===== src/rtl/iguana_hyper_cfg_seq.sv =====
// Boot-time configuration sequencer for the Hyperbus register port: waits for
// HyperRAM power-up, programs three timing registers, then passes software traffic through.
module iguana_hyper_cfg_seq #(
  parameter int unsigned          AddrWidth     = 48,
  parameter int unsigned          DataWidth     = 32,
  parameter logic [AddrWidth-1:0] CfgBase       = 'h4000_0000,
  parameter int unsigned          InitDelay     = 200,
  parameter int unsigned          TimeoutCycles = 1024,
  parameter int unsigned          MaxRetries    = 2,
  parameter logic [DataWidth-1:0] CfgLatency    = 'h6,
  parameter logic [DataWidth-1:0] CfgBurstMax   = 'h15E,
  parameter logic [DataWidth-1:0] CfgRwRecovery = 'h6
) (
  input  logic                   clk_i,
  input  logic                   rst_i,
  input  logic                   restart_i,
  input  logic                   s_req_valid_i,
  input  logic                   s_req_write_i,
  input  logic [AddrWidth-1:0]   s_req_addr_i,
  input  logic [DataWidth-1:0]   s_req_wdata_i,
  input  logic [DataWidth/8-1:0] s_req_wstrb_i,
  output logic                   s_rsp_ready_o,
  output logic                   s_rsp_error_o,
  output logic [DataWidth-1:0]   s_rsp_rdata_o,
  output logic                   m_req_valid_o,
  output logic                   m_req_write_o,
  output logic [AddrWidth-1:0]   m_req_addr_o,
  output logic [DataWidth-1:0]   m_req_wdata_o,
  output logic [DataWidth/8-1:0] m_req_wstrb_o,
  input  logic                   m_rsp_ready_i,
  input  logic                   m_rsp_error_i,
  input  logic [DataWidth-1:0]   m_rsp_rdata_i,
  output logic                   busy_o,
  output logic                   done_o,
  output logic                   err_o
);

  localparam int unsigned TmoWidth = $clog2(TimeoutCycles + 1);
  localparam int unsigned RtyWidth = $clog2(MaxRetries + 2);

  typedef enum logic [1:0] {StWait, StWrite, StDone, StFail} state_e;

  state_e              state_q;
  logic [15:0]         dly_q;
  logic [1:0]          idx_q;
  logic [RtyWidth-1:0] rty_q;
  logic [TmoWidth-1:0] tmo_q;
  logic                gap_q, pend_q, busy_q, done_q, err_q;

  logic [AddrWidth-1:0] seq_addr;
  logic [DataWidth-1:0] seq_data;
  logic                 seq_valid, pass, timeout, last_try;

  always_comb begin
    seq_addr = CfgBase;
    seq_data = CfgLatency;
    case (idx_q)
      2'd1: begin
        seq_addr = CfgBase + AddrWidth'('h4);
        seq_data = CfgBurstMax;
      end
      2'd2: begin
        seq_addr = CfgBase + AddrWidth'('h8);
        seq_data = CfgRwRecovery;
      end
      default: ;
    endcase
  end

  assign seq_valid = (state_q == StWrite) && !gap_q;
  assign pass      = (state_q == StDone) || (state_q == StFail);
  assign timeout   = !m_rsp_ready_i && (tmo_q == TmoWidth'(TimeoutCycles - 1));
  assign last_try  = (rty_q == RtyWidth'(MaxRetries));

  // Sequencer-owned request is decoded from state only; m_rsp never reaches m_req here.
  assign m_req_valid_o = pass ? s_req_valid_i : seq_valid;
  assign m_req_write_o = pass ? s_req_write_i : seq_valid;
  assign m_req_addr_o  = pass ? s_req_addr_i  : (seq_valid ? seq_addr : '0);
  assign m_req_wdata_o = pass ? s_req_wdata_i : (seq_valid ? seq_data : '0);
  assign m_req_wstrb_o = pass ? s_req_wstrb_i : (seq_valid ? '1 : '0);

  assign s_rsp_ready_o = pass & m_rsp_ready_i;
  assign s_rsp_error_o = pass & m_rsp_error_i;
  assign s_rsp_rdata_o = pass ? m_rsp_rdata_i : '0;

  assign busy_o = busy_q;
  assign done_o = done_q;
  assign err_o  = err_q;

  always_ff @(posedge clk_i) begin
    if (rst_i) begin
      state_q <= StWait;
      dly_q   <= '0;
      idx_q   <= '0;
      rty_q   <= '0;
      tmo_q   <= '0;
      gap_q   <= 1'b0;
      pend_q  <= 1'b0;
      busy_q  <= 1'b1;
      done_q  <= 1'b0;
      err_q   <= 1'b0;
    end else begin
      case (state_q)
        StWait: begin
          if (dly_q == 16'(InitDelay - 1)) begin
            state_q <= StWrite;
            dly_q   <= '0;
            idx_q   <= '0;
            rty_q   <= '0;
            tmo_q   <= '0;
            gap_q   <= 1'b0;
          end else begin
            dly_q <= dly_q + 16'd1;
          end
        end
        StWrite: begin
          if (gap_q) begin
            gap_q <= 1'b0;
          end else if (m_rsp_ready_i && !m_rsp_error_i) begin
            rty_q <= '0;
            tmo_q <= '0;
            if (idx_q == 2'd2) begin
              state_q <= StDone;
              busy_q  <= 1'b0;
              done_q  <= 1'b1;
            end else begin
              idx_q <= idx_q + 2'd1;
            end
          end else if (m_rsp_ready_i || timeout) begin
            tmo_q <= '0;
            if (last_try) begin
              state_q <= StFail;
              busy_q  <= 1'b0;
              done_q  <= 1'b1;
              err_q   <= 1'b1;
            end else begin
              rty_q <= rty_q + 1'b1;
              // a timed-out attempt idles one cycle; an errored one re-issues at once
              gap_q <= !m_rsp_ready_i;
            end
          end else begin
            tmo_q <= tmo_q + 1'b1;
          end
        end
        default: begin
          // wait for the upstream bus to go idle so an in-flight access is never cut
          if (pend_q && !s_req_valid_i) begin
            state_q <= StWait;
            dly_q   <= '0;
            pend_q  <= 1'b0;
            busy_q  <= 1'b1;
            done_q  <= 1'b0;
            err_q   <= 1'b0;
          end else if (restart_i) begin
            pend_q <= 1'b1;
          end
        end
      endcase
    end
  end

endmodule

===== config.mk =====
export PLATFORM = sky130hd
export DESIGN_NAME = iguana_hyper_cfg_seq
export DESIGN_NICKNAME = d
export VERILOG_FILES = /design/src/rtl/iguana_hyper_cfg_seq.sv
export SDC_FILE = /design/constraint.sdc
export NUM_CORES = 1
export LEC_CHECK = 0
export BUFFER_PORTS_ARGS = -buffer_cell sky130_fd_sc_hd__buf_2
export CORE_AREA = 2 2 96 98
export CTS_CLUSTER_DIAMETER = 30
export DETAILED_ROUTE_END_ITERATION = 10
export DIE_AREA = 0 0 98 100
export GPL_ROUTABILITY_DRIVEN = 0
export GPL_TIMING_DRIVEN = 1
export PLACE_DENSITY = 0.69
export SYNTH_ARGS = -nofsm -noshare
export SYNTH_HDL_FRONTEND = slang
export SYNTH_SLANG_ARGS = --single-unit

===== constraint.sdc =====
create_clock -name clk_i -period 2.85 [get_ports clk_i]
set_input_delay 0.855 -clock clk_i [delete_from_list [all_inputs] [get_ports clk_i]]
set_output_delay 0.855 -clock clk_i [all_outputs]
set_load 0.02 [all_outputs]

# Word-level counts from Yosys, hierarchy flattened
# Index checks and enable logic that the tools add are counted.
[totals]
regBits = 38
latch_bits = 0
ramBits = 0
rom_bits = 0
in_bits = 123
output_inout_bits = 123
word_cells = 126
memories = 0
[classes]
n_addsub = 4
multipliers = 0
n_div = 0
n_lt_le_gt_ge = 0
eq_ne = 19
shifts = 0
mux = 62
bitwise_logic = 5
n_reduce_logical = 26
[ops]
columns = ["op", "count"]
rows = [
  ["32-bit two-way mux", 3],
  ["48-bit two-way mux", 2],
  ["11-bit two-way mux", 4],
  ["16-bit two-way mux", 2],
  ["16-bit case mux with 2 select lines", 1],
  ["2-bit two-way mux", 15],
  ["1-bit two-way mux", 23],
  ["11-bit case mux with 2 select lines", 1],
  ["6-bit AND reduction", 3],
  ["16-bit by 1-bit adder with 16-bit output, second input constant", 1],
  ["16-bit by 8-bit == test with 1-bit output, second input constant", 1],
  ["2-bit case mux with 2 select lines", 3],
  ["11-bit by 1-bit adder with 11-bit output, second input constant", 1],
  ["11-bit by 10-bit == test with 1-bit output, second input constant", 1],
  ["2-bit != test, second input constant", 5],
  ["5-bit AND reduction", 2],
  ["9-bit two-way mux", 1],
  ["3-bit by 2-bit != test with 1-bit output, second input constant", 3],
  ["2-bit == test, second input constant", 4],
  ["4-bit two-way mux", 2],
  ["1-bit case mux with 2 select lines", 4],
  ["4-bit case mux with 2 select lines", 1],
  ["2-bit nonzero test", 4],
  ["2-bit AND reduction", 3],
  ["13 further kinds", 26],
]

# Logic depth before layout (Yosys ltp)
[depth]
word_depth = 7
depth_mapped = 9
mapped_depth_nobuf = 6

# Worst setup path before layout
# OpenSTA, ideal clock, no wires.
[synth_timing]
path_kind = "register to output"
start = "register state_q[1]"
end = "output port m_req_wdata_o[1]"
arrival_ns = 1.386
t_required_ns = 1.995
path_slack_ns = 0.609
path_stages_with_launch = 5
n_path_buf = 3
cell_sequence = "dfxtp_1 -> clkbuf_1 -> clkbuf_1 -> clkbuf_1 -> a21o_1"
[synth_via]
elab_chain_len = 4
elab_cells_between_ends = 7
cone_classes = "eq/ne: 3; mux: 2; reduce/logical: 2"
[synth_lines]
columns = ["element", "line_no", "source"]
rows = [
  ["start: declaration", "43", "state_e state_q;"],
  ["start signal: assignment", "92", "state_q <= StWait;"],
  ["start signal: assignment", "106", "state_q <= StWrite;"],
  ["start signal: assignment", "123", "state_q <= StDone;"],
  ["2-bit by 1-bit == test with 1-bit output", "70", "assign seq_valid = (state_q == StWrite) && !gap_q;"],
  ["1-bit logical AND", "70", ""],
  ["32-bit two-way mux", "79", "assign m_req_wdata_o = pass ? s_req_wdata_i : (seq_valid ? seq_data : '0);"],
  ["32-bit two-way mux (*)", "79", ""],
  ["end: declaration", "28", "output logic [DataWidth-1:0] m_req_wdata_o,"],
]
# Every way passes the cells marked *; elsewhere a longest branch is shown, timed or not.

# Final worst setup path
[layout_timing]
start = "register state_q[0]"
end = "output port m_req_wstrb_o[3]"
[layout_via]
elab_chain_len = 4
elab_cells_between_ends = 7
cone_classes = "eq/ne: 3; mux: 2; reduce/logical: 2"
[layout_lines]
columns = ["element", "line_no", "source"]
rows = [
  ["2-bit by 1-bit == test with 1-bit output", "70", ""],
  ["1-bit logical AND", "70", ""],
  ["4-bit two-way mux", "80", "assign m_req_wstrb_o = pass ? s_req_wstrb_i : (seq_valid ? '1 : '0);"],
  ["4-bit two-way mux (*)", "80", ""],
  ["end: declaration", "29", "output logic [DataWidth/8-1:0] m_req_wstrb_o,"],
]
# Marked as above.

==> metrics <==
status=completed; slowest cell on the critical path=dfxtp_1; core area=8890 sq um; critical path class=flop to primary output; final-report setup violation count=0; share of cells above drive strength 1=43.3%; Net Count, Synth=498; commonest non-fill, non-tap cell in the layout=buf_2; Synth Cell Area=2740 sq um; htree depth=2; Worst Hold Class=flop to flop; worst hold path endpoint=done_o$_SDFFE_PP0P_; via count=~3,500; slowest stage delay, CP=between 0.4 and 0.5 ns; R2R setup slack=~0.57 ns; Hold Path Stages=2; number of synthesized register bits=38; initial antenna violation count=1; final slew viol count=0; critical path, cell by cell=nand2b_1, nor2_1, buf_4, a21o_1, buf_2; CP endpoint kind=primary output; Hold Vio Cnt, Final=0; Worst Path Required=about 2 ns; EDFF count, synth=0; Total Wirelength=12.3 mm; # diodes=0; Slew @ Worst Pin=0.887 ns; RSZ-0062 raised after global routing=false; most frequent cells in the layout=buf_2 (245), and2_1 (106), dfxtp_1 (37); die area=a little under 10,000 sq um; Clock Tree Buf Depth=2; clock latency on the worst-skew pair=0.29 ns; area fraction of the dominant cell type after synthesis=27.7%; TritonCTS clock tree=yes; pre-CTS setup slack=0.550 ns; Die X=98 microns; clock buffer count from CTS=5; library cells used by synthesis=45; final period utilization=92.5%; Setup Total Neg Slack=0 ns; synth top area cells=dfxtp_1 (28%), and2_1 (24%), a21oi_1 (4.0%), nor2_1 (3.4%), nand2_1 (3.3%); port bufs=245; Wirelength per Cell=about 17 microns; achievable frequency=0.379 GHz; post-CTS sizing=0; TritonRoute pass-1 iters=4; LEAKAGE=0.00230 uW; I/O pin cnt=246; worst r2r path cells=6; clk root buf=clkbuf_8; cell taking the most area after synthesis=dfxtp_1; Worst-path clk slew=~0.080 ns; RR Endpoint=tmo_q[7]$_SDFFE_PP0P_; Mean Syn Cell Area=approximately 7.4 sq um; Layout Area Growth over Synthesis=50.7%; asr flop ratio synth=0%; gr ovfl total=0; Final WS setup=0.213 ns; Yosys Warn Count=0; vias in the first global route=3,348; setup repair bufs after CTS=0; Final ANT Viol Nets=0; Peak supply drop=about 0.31 mV; Starting Density=between 30% and 40%; GRT Total Usage=24.1%; ys flop type=dfxtp_1; maxcap violations=0; Vias/cell=roughly 5; chip height=100 microns; Worst EP arrival=1.78 ns; first-pass GRT wire length=18.1 mm; delay-heaviest family, CP=simple AND/OR/NAND/NOR gates; FP Rows=35; Worst Skew=between 0.007 and 0.008 ns; Nets=730; normalized max-slew margin=40.9%; post-layout minimum cycle time=roughly 2.6 ns; CP startpoint kind=flop; hold buffers post-CTS=0; FF-to-FF Start=dly_q[0]$_SDFFE_PP0P_; sequential area share after synthesis=27.7%; Critical Path Fanout Max=9; Mapped Cells=370; CP Buf/Inv Count=2; power per standard cell area=around 660 nW/um^2; largest net degree at the start of global routing=130; DR iter-0 viols=155; # clock sinks=38; critical hold path startpoint=done_o$_SDFFE_PP0P_; DRC Markers=0; dpl hpwl=10.4 mm
## synth_stat cells, drive strengths merged (7+ instances only)
cell type  number
a21o           10
or3             7
clkbuf         17
dfxtp          38
nand2          24
o21ai           8
nor3            9
nor2           25
a21oi          23
nand3          12
inv            11
and2          106
## final cells by class
type | count | area [sq um]
Clock buffer | 7 | 86.3
Clock inverter | 1 | 5.00
Fill cell | 921 | 4760
Inverter | 11 | 41.3
Multi-Input combinational cell | 298 | 1840
Sequential cell | 38 | 762
Tap cell | 111 | 139
Timing Repair Buffer | 248 | 1260
## sequential cells by signal, summed over array words and instances (netlist names)
name and cells:
dly_q 16, tmo_q 11, idx_q 2, rty_q 2, state_q 2, busy_o 1
done_o 1, err_o 1, gap_q 1, pend_q 1
## cell families after synthesis
| group | after synthesis | share of synthesized area (%) |
|---|---|---|
| AOI/OAI and AO/OA | 63 | 15.6 |
| xor gates and xnor gates | 10 | 3.19 |
| buffers and inverters | 34 | 5.20 |
| muxes | 4 | 1.51 |
| DFF | 38 | 27.7 |
| adders and majority gates | 5 | 2.28 |
| and+or+nand+nor | 216 | 44.5 |
## metal layers
layer	track usage (%)	wire length (microns)	up-vias
li1	-	-	1730
met3	7.45	1240	23
met5	0	17	-
met2	40.9	5670	196
met1	28.9	5010	1555
met4	8.65	392	2
## worst min-delay path: cells and delay by family, from the launching register on
| kind | cells | cell delay, ns |
|---|---|---|
| DFF | 1 | 0.32 |
| and+or+nand+nor | 1 | 0.05 |
| AOI/OAI and AO/OA | 1 | 0.05 |
## metrics by stage
stage | power [uW] | instance area (sq um) | hold slack (ns) | std cells | util, %
after floorplan | 1780 | 2740 | 0.448 | 370 | -
after global placement | 2350 | 4040 | 0.445 | 706 | 45.5
after detailed placement | 2380 | 4040 | 0.451 | 706 | 45.5
after CTS | 2770 | 4130 | 0.467 | 714 | 46.5
after global routing | 2920 | 4130 | 0.494 | 714 | 46.5
final | 2750 | 4130 | 0.470 | 714 | 46.5
## power by group
group          total, uW  internal, uW  switching [uW]
Combinational       1730           598            1130
Sequential           638           582            56.4
Clock                382           195             187
Total               2750          1370            1370
## how the worst max path moves through the flow
stage / start / endpoint / slack, ns / depth (start not counted)
5_1_grt: state_q[0]$_SDFFE_PP0P_ / m_req_write_o / 0.04 / 5
4_1_cts: state_q[0]$_SDFFE_PP0P_ / m_req_wstrb_o[3] / 0.22 / 5
3_5_place_dp: state_q[0]$_SDFFE_PP0P_ / m_req_addr_o[30] / 0.55 / 5
2_1_floorplan: state_q[1]$_SDFFE_PP0P_ / m_req_wdata_o[1] / 0.61 / 4
6_report: state_q[0]$_SDFFE_PP0P_ / m_req_wstrb_o[3] / 0.21 / 5
3_3_place_gp: dly_q[0]$_SDFFE_PP0P_ / tmo_q[7]$_SDFFE_PP0P_ / 0.63 / 6
No activity file was read; power rests on OpenSTA's default activity.
